==> src/rtl/fir_interp2.sv <==
`default_nettype none
// ============================================================================
// fir_interp2 : 2x polyphase interpolating FIR, h = 1,-2,3,-4,5,-6,7,-8.
// Define FIR_INTERP2_SAT_EN to saturate outputs; otherwise they wrap.
// Revision: 1.0
// ============================================================================
module fir_interp2 #(
  parameter int IN_WIDTH  = 6,
  parameter int OUT_WIDTH = 10,
  parameter int FRAC_BITS = 0
) (
  input  logic                        clk,
  input  logic                        rst_b,
  input  logic                        en,
  input  logic                        in_valid,
  output logic                        in_ready,
  input  logic signed [IN_WIDTH-1:0]  data_in,
  output logic                        out_valid,
  input  logic                        out_ready,
  output logic signed [OUT_WIDTH-1:0] data_out
);

  // Working width covers the full-precision sum, the rounding offset and the output range.
  localparam int SUM_W = IN_WIDTH + 6;
  localparam int BIG_W = (OUT_WIDTH > SUM_W) ? OUT_WIDTH : SUM_W;
  localparam int EXT_W = ((BIG_W > FRAC_BITS) ? BIG_W : FRAC_BITS) + 2;

  localparam logic signed [EXT_W-1:0] c_h0   = EXT_W'(1);
  localparam logic signed [EXT_W-1:0] c_h1   = EXT_W'(-2);
  localparam logic signed [EXT_W-1:0] c_h2   = EXT_W'(3);
  localparam logic signed [EXT_W-1:0] c_h3   = EXT_W'(-4);
  localparam logic signed [EXT_W-1:0] c_h4   = EXT_W'(5);
  localparam logic signed [EXT_W-1:0] c_h5   = EXT_W'(-6);
  localparam logic signed [EXT_W-1:0] c_h6   = EXT_W'(7);
  localparam logic signed [EXT_W-1:0] c_h7   = EXT_W'(-8);
  localparam logic signed [EXT_W-1:0] c_half = EXT_W'((2 ** FRAC_BITS) / 2);
`ifdef FIR_INTERP2_SAT_EN
  localparam logic signed [EXT_W-1:0] c_max  = EXT_W'((2 ** (OUT_WIDTH - 1)) - 1);
  localparam logic signed [EXT_W-1:0] c_min  = ~c_max;
`endif

  localparam logic [1:0] S_IDLE = 2'd0;
  localparam logic [1:0] S_PH0  = 2'd1;
  localparam logic [1:0] S_PH1  = 2'd2;

  logic [1:0]                 r_state;
  logic signed [IN_WIDTH-1:0] r_d0, r_d1, r_d2, r_d3;
  logic signed [EXT_W-1:0]    w_in, w_d0, w_d1, w_d2, w_d3;
  logic signed [EXT_W-1:0]    w_ph0_next, w_ph1;

  assign w_in = {{(EXT_W-IN_WIDTH){data_in[IN_WIDTH-1]}}, data_in};
  assign w_d0 = {{(EXT_W-IN_WIDTH){r_d0[IN_WIDTH-1]}}, r_d0};
  assign w_d1 = {{(EXT_W-IN_WIDTH){r_d1[IN_WIDTH-1]}}, r_d1};
  assign w_d2 = {{(EXT_W-IN_WIDTH){r_d2[IN_WIDTH-1]}}, r_d2};
  assign w_d3 = {{(EXT_W-IN_WIDTH){r_d3[IN_WIDTH-1]}}, r_d3};

  // Phase 0 is taken over the line as it will look after the incoming sample shifts in.
  assign w_ph0_next = c_h0 * w_in + c_h2 * w_d0 + c_h4 * w_d1 + c_h6 * w_d2;
  assign w_ph1      = c_h1 * w_d0 + c_h3 * w_d1 + c_h5 * w_d2 + c_h7 * w_d3;

  function automatic logic signed [OUT_WIDTH-1:0] shape(input logic signed [EXT_W-1:0] s);
    logic signed [EXT_W-1:0] r;
    r = (s + c_half) >>> FRAC_BITS;
`ifdef FIR_INTERP2_SAT_EN
    if (r > c_max)
      return c_max[OUT_WIDTH-1:0];
    else if (r < c_min)
      return c_min[OUT_WIDTH-1:0];
    else
      return r[OUT_WIDTH-1:0];
`else
    return r[OUT_WIDTH-1:0];
`endif
  endfunction

  assign in_ready  = en && (r_state == S_IDLE);
  assign out_valid = (r_state == S_PH0) || (r_state == S_PH1);

  always_ff @(posedge clk or negedge rst_b) begin
    if (!rst_b) begin
      r_state  <= S_IDLE;
      r_d0     <= '0;
      r_d1     <= '0;
      r_d2     <= '0;
      r_d3     <= '0;
      data_out <= '0;
    end else if (en) begin
      case (r_state)
        S_IDLE: begin
          if (in_valid) begin
            r_d0     <= data_in;
            r_d1     <= r_d0;
            r_d2     <= r_d1;
            r_d3     <= r_d2;
            data_out <= shape(w_ph0_next);
            r_state  <= S_PH0;
          end
        end
        S_PH0: begin
          if (out_ready) begin
            data_out <= shape(w_ph1);
            r_state  <= S_PH1;
          end
        end
        S_PH1: begin
          if (out_ready)
            r_state <= S_IDLE;
        end
        default: r_state <= S_IDLE;
      endcase
    end
  end

endmodule
`default_nettype wire

==> config.mk <==
export PLATFORM = sky130hd
export DESIGN_NAME = fir_interp2
export DESIGN_NICKNAME = d
export VERILOG_FILES = /design/src/rtl/fir_interp2.sv
export SDC_FILE = /design/constraint.sdc
export NUM_CORES = 1
export LEC_CHECK = 0
export ABC_AREA = 1
export CAP_MARGIN = 15
export CORE_MARGIN = 4
export CORE_UTILIZATION = 60
export DETAILED_ROUTE_END_ITERATION = 8
export MAX_ROUTING_LAYER = met4
export PLACE_DENSITY = 0.92
export SLEW_MARGIN = 15
export SYNTH_ARGS = -nofsm -noshare
export SYNTH_HDL_FRONTEND = slang
export SYNTH_SLANG_ARGS = --single-unit
==> constraint.sdc <==
create_clock -name clk -period 5.4 [get_ports clk]
set_clock_uncertainty 0.1 [all_clocks]
set_input_delay 1.62 -clock clk [delete_from_list [all_inputs] [get_ports clk]]
set_output_delay 1.62 -clock clk [all_outputs]
set_load 0.01 [all_outputs]
==> reports/summary.txt <==
Run status = finished clean
DR top layer = met4
Routed wl met2 = 5.40 mm
Syn nets = 639
CTS tree = yes
# fillers = 528
CP max stage delay = 0.53 ns
Post-route ant nets = 0
HPWL Detailed = 7.74 mm
Period Utilization, post-route = 0.988
Core ar. = 7210 µm²
Clock buffer depth = 2
Vias in the first global route = 3,869
Area share of the largest cell type after synthesis = 0.231
Final Setup Violations = 0
Die area = 8800 µm²
DRT met1 WL = 4.01 mm
DRC = 0
Worst-Margin Slew = 0.481 ns
Area grow syn2layout = 12.8%
CTS Root Cell = clkbuf_8
Initial Util = 0.612
Io pins = 23
Skew-Pair Late Insertion Delay = 0.29 ns
CP most frequent cell = nand2_1
Commonest cells in the netlist = 121 x inv_1, 89 x nand2_1, 68 x ha_1
H-tree depth = 2
Slowest CP cell = fa_1
HP Class = reg -> reg
DR WL/cell = 16.6 µm
Slew headroom = 0.680
Worst-path cell chain = clkdlybuf4s50_1, fa_1, ha_1, fa_1, inv_1, fa_1, fa_1, nand3b_1, nand2_2, nand2_1, nand2_1, a21oi_1, xnor2_1, nand2_1, nand2_1, nand2_1, nand2_1
Initial antenna violation count = 0
Sequential area share after synthesis = 0.204
Top cells by area, synth = fa_1 23%, dfrtp_1 20%, ha_1 19%
Crit path buf inv count = 2
Router iterations before antenna repair = 7
Yosys top cell by area = fa_1
Vias = 3,534
Largest net degree at the start of global routing = 49
Finished Cell Area = 4980 µm²
Synth Warn # = 0
CP Max Fanout = 2
Dpl ws = -0.268 ns
Number of port buffers = 22
Initial drt markers = 330
Post-synth cell types = 32
Met3 wire length = 601 µm
FMAX = 188 MHz
Final wirelength = 10.6 mm
Post-DR vias/cell = 5.51
Mean Syn Cell Area = 8.67 µm²
Predominant post-synthesis flop cell = dfrtp_1
Post-Syn Area = 4420 µm²
Die Y = 93.8 µm
FP Rows = 31
Tot GR Track Use = 0.260
Clock transition at path regs = 0.08 ns
CP Data Arrival Time = 5.47 ns
Synthesized instance count = 509
Total congestion overflow = 0
Post-synth EDFFs = 0
First-pass GRT wire length = 17.5 mm
Worst path required time = 5.54 ns
Hold Vio Cnt, Final = 0
Max-slew violations = 0
Final WS setup = 0.0668 ns
WS Path Type = in -> reg
Period minus WS final = 5.33 ns
Async set-reset flop share out of synthesis = 1.00
Num CTS Buffers = 5
Ant diodes = 0
Gp weighted congestion = 0.949
Startpoint Class = input port
Clk sink count = 36
CP delay by family, top = adder cells
Count leader, synth = inv_1
Nature of the critical path endpoint = register
Max_cap viols = 0
Post-synthesis register bit count = 36
Share of layout cells above drive strength 1 = 0.0867
Nets = 671
Chip width = 93.8 µm
Placed Area = 4790 µm²
[layout by cell type, fill, tap and decap left out]
cell,instances
dlymetal6s2s_1,3
o21ai_1,2
ha_2,1
xor2_2,1
a21oi_1,17
fa_2,1
buf_4,11
o21ai_2,1
inv_4,1
nand3_2,2
o21bai_1,3
nand4_1,1
ha_4,4
ha_1,63
o21a_1,1
dfrtp_1,36
nor2_1,16
xor2_1,12
nand3b_1,1
nand3_1,19
nand2_1,86
clkbuf_1,1
o211ai_1,1
clkbuf_8,6
a31oi_1,4
clkinvlp_4,1
fa_1,50
clkdlybuf4s50_1,19
nor3_1,1
nand2_2,4
nor2_2,3
inv_2,1
or2_2,2
xnor2_1,11
o21ai_0,27
inv_1,121
a21oi_2,8
[flip-flops by register name, summed over array words and instances (netlist names)]
register	flops
data_out	10
r_d0	6
r_d1	6
r_d2	6
r_d3	6
r_state	2
[worst paths after layout]
check	startpoint	to	slack [ns]	cells past startpoint
min reg2reg	data_out[0]$_DFFE_PN0P_	data_out[0]$_DFFE_PN0P_	0.37	2
min in group asynchronous	rst_b	data_out[2]$_DFFE_PN0P_	1.65	2
min	data_out[0]$_DFFE_PN0P_	data_out[0]$_DFFE_PN0P_	0.37	2
max in group asynchronous	rst_b	r_d1[4]$_DFFE_PN0P_	3.21	2
max reg2reg	r_d2[1]$_DFFE_PN0P_	data_out[9]$_DFFE_PN0P_	0.54	21
max	data_in[3]	data_out[8]$_DFFE_PN0P_	0.07	17
[cell families after synthesis]
| logic type | count (synthesis) | synth area share |
|---|---|---|
| simple gates | 135 | 0.128 |
| flops | 36 | 0.204 |
| compound gates | 64 | 0.0799 |
| fa+ha+maj | 119 | 0.424 |
| buf+inv | 131 | 0.115 |
| xor+xnor | 24 | 0.0493 |
[stage by stage]
step,TNS [ns],util,cells,hold WS [ns]
after floorplan,0,-,509,0.375
final,0,0.691,641,0.375
after global placement,-0.354,0.664,632,0.354
after CTS,-0.0122,0.679,640,0.379
after global routing,-0.0755,0.691,641,0.418
after detailed placement,-0.923,0.664,632,0.359
[layout make-up]
cell class | count | area (µm²) | share of cell area
clock inverters | 1 | 7.51 | 0.00151
multi-input cells | 342 | 3090 | 0.620
repair buffers | 33 | 310 | 0.0623
flip-flops and latches | 36 | 901 | 0.181
clock buffers | 7 | 86.3 | 0.0173
inverters | 123 | 464 | 0.0932
well taps | 99 | 124 | 0.0249
[routing by layer]
| layer | track usage | vias up |
|---|---|---|
| met5 | - | - |
| met4 | 0.132 | 0 |
| met3 | 0.0385 | 49 |
| met2 | 0.438 | 158 |
| met1 | 0.302 | 1707 |
| li1 | - | 1620 |
[repair_timing]
| item | CTS | global route |
|---|---|---|
| pin swaps | 0 | 5 |
| endpoints found under the hold margin | 0 | 0 |
| setup endpoints to repair | 2 | 4 |
| hold buffers | 0 | 0 |
| resized for setup | 2 | 17 |
| setup buffers | 0 | 1 |
| cloned | 0 | 0 |
[tightest hold or removal path: stages, from the launching register on]
cell and delay (ns):
dfrtp_1 0.35, nand2_1 0.05, nand2_1 0.04
Power is not shown: default switching activity piles up to over one toggle a cycle in this logic, so the estimate is an artifact.
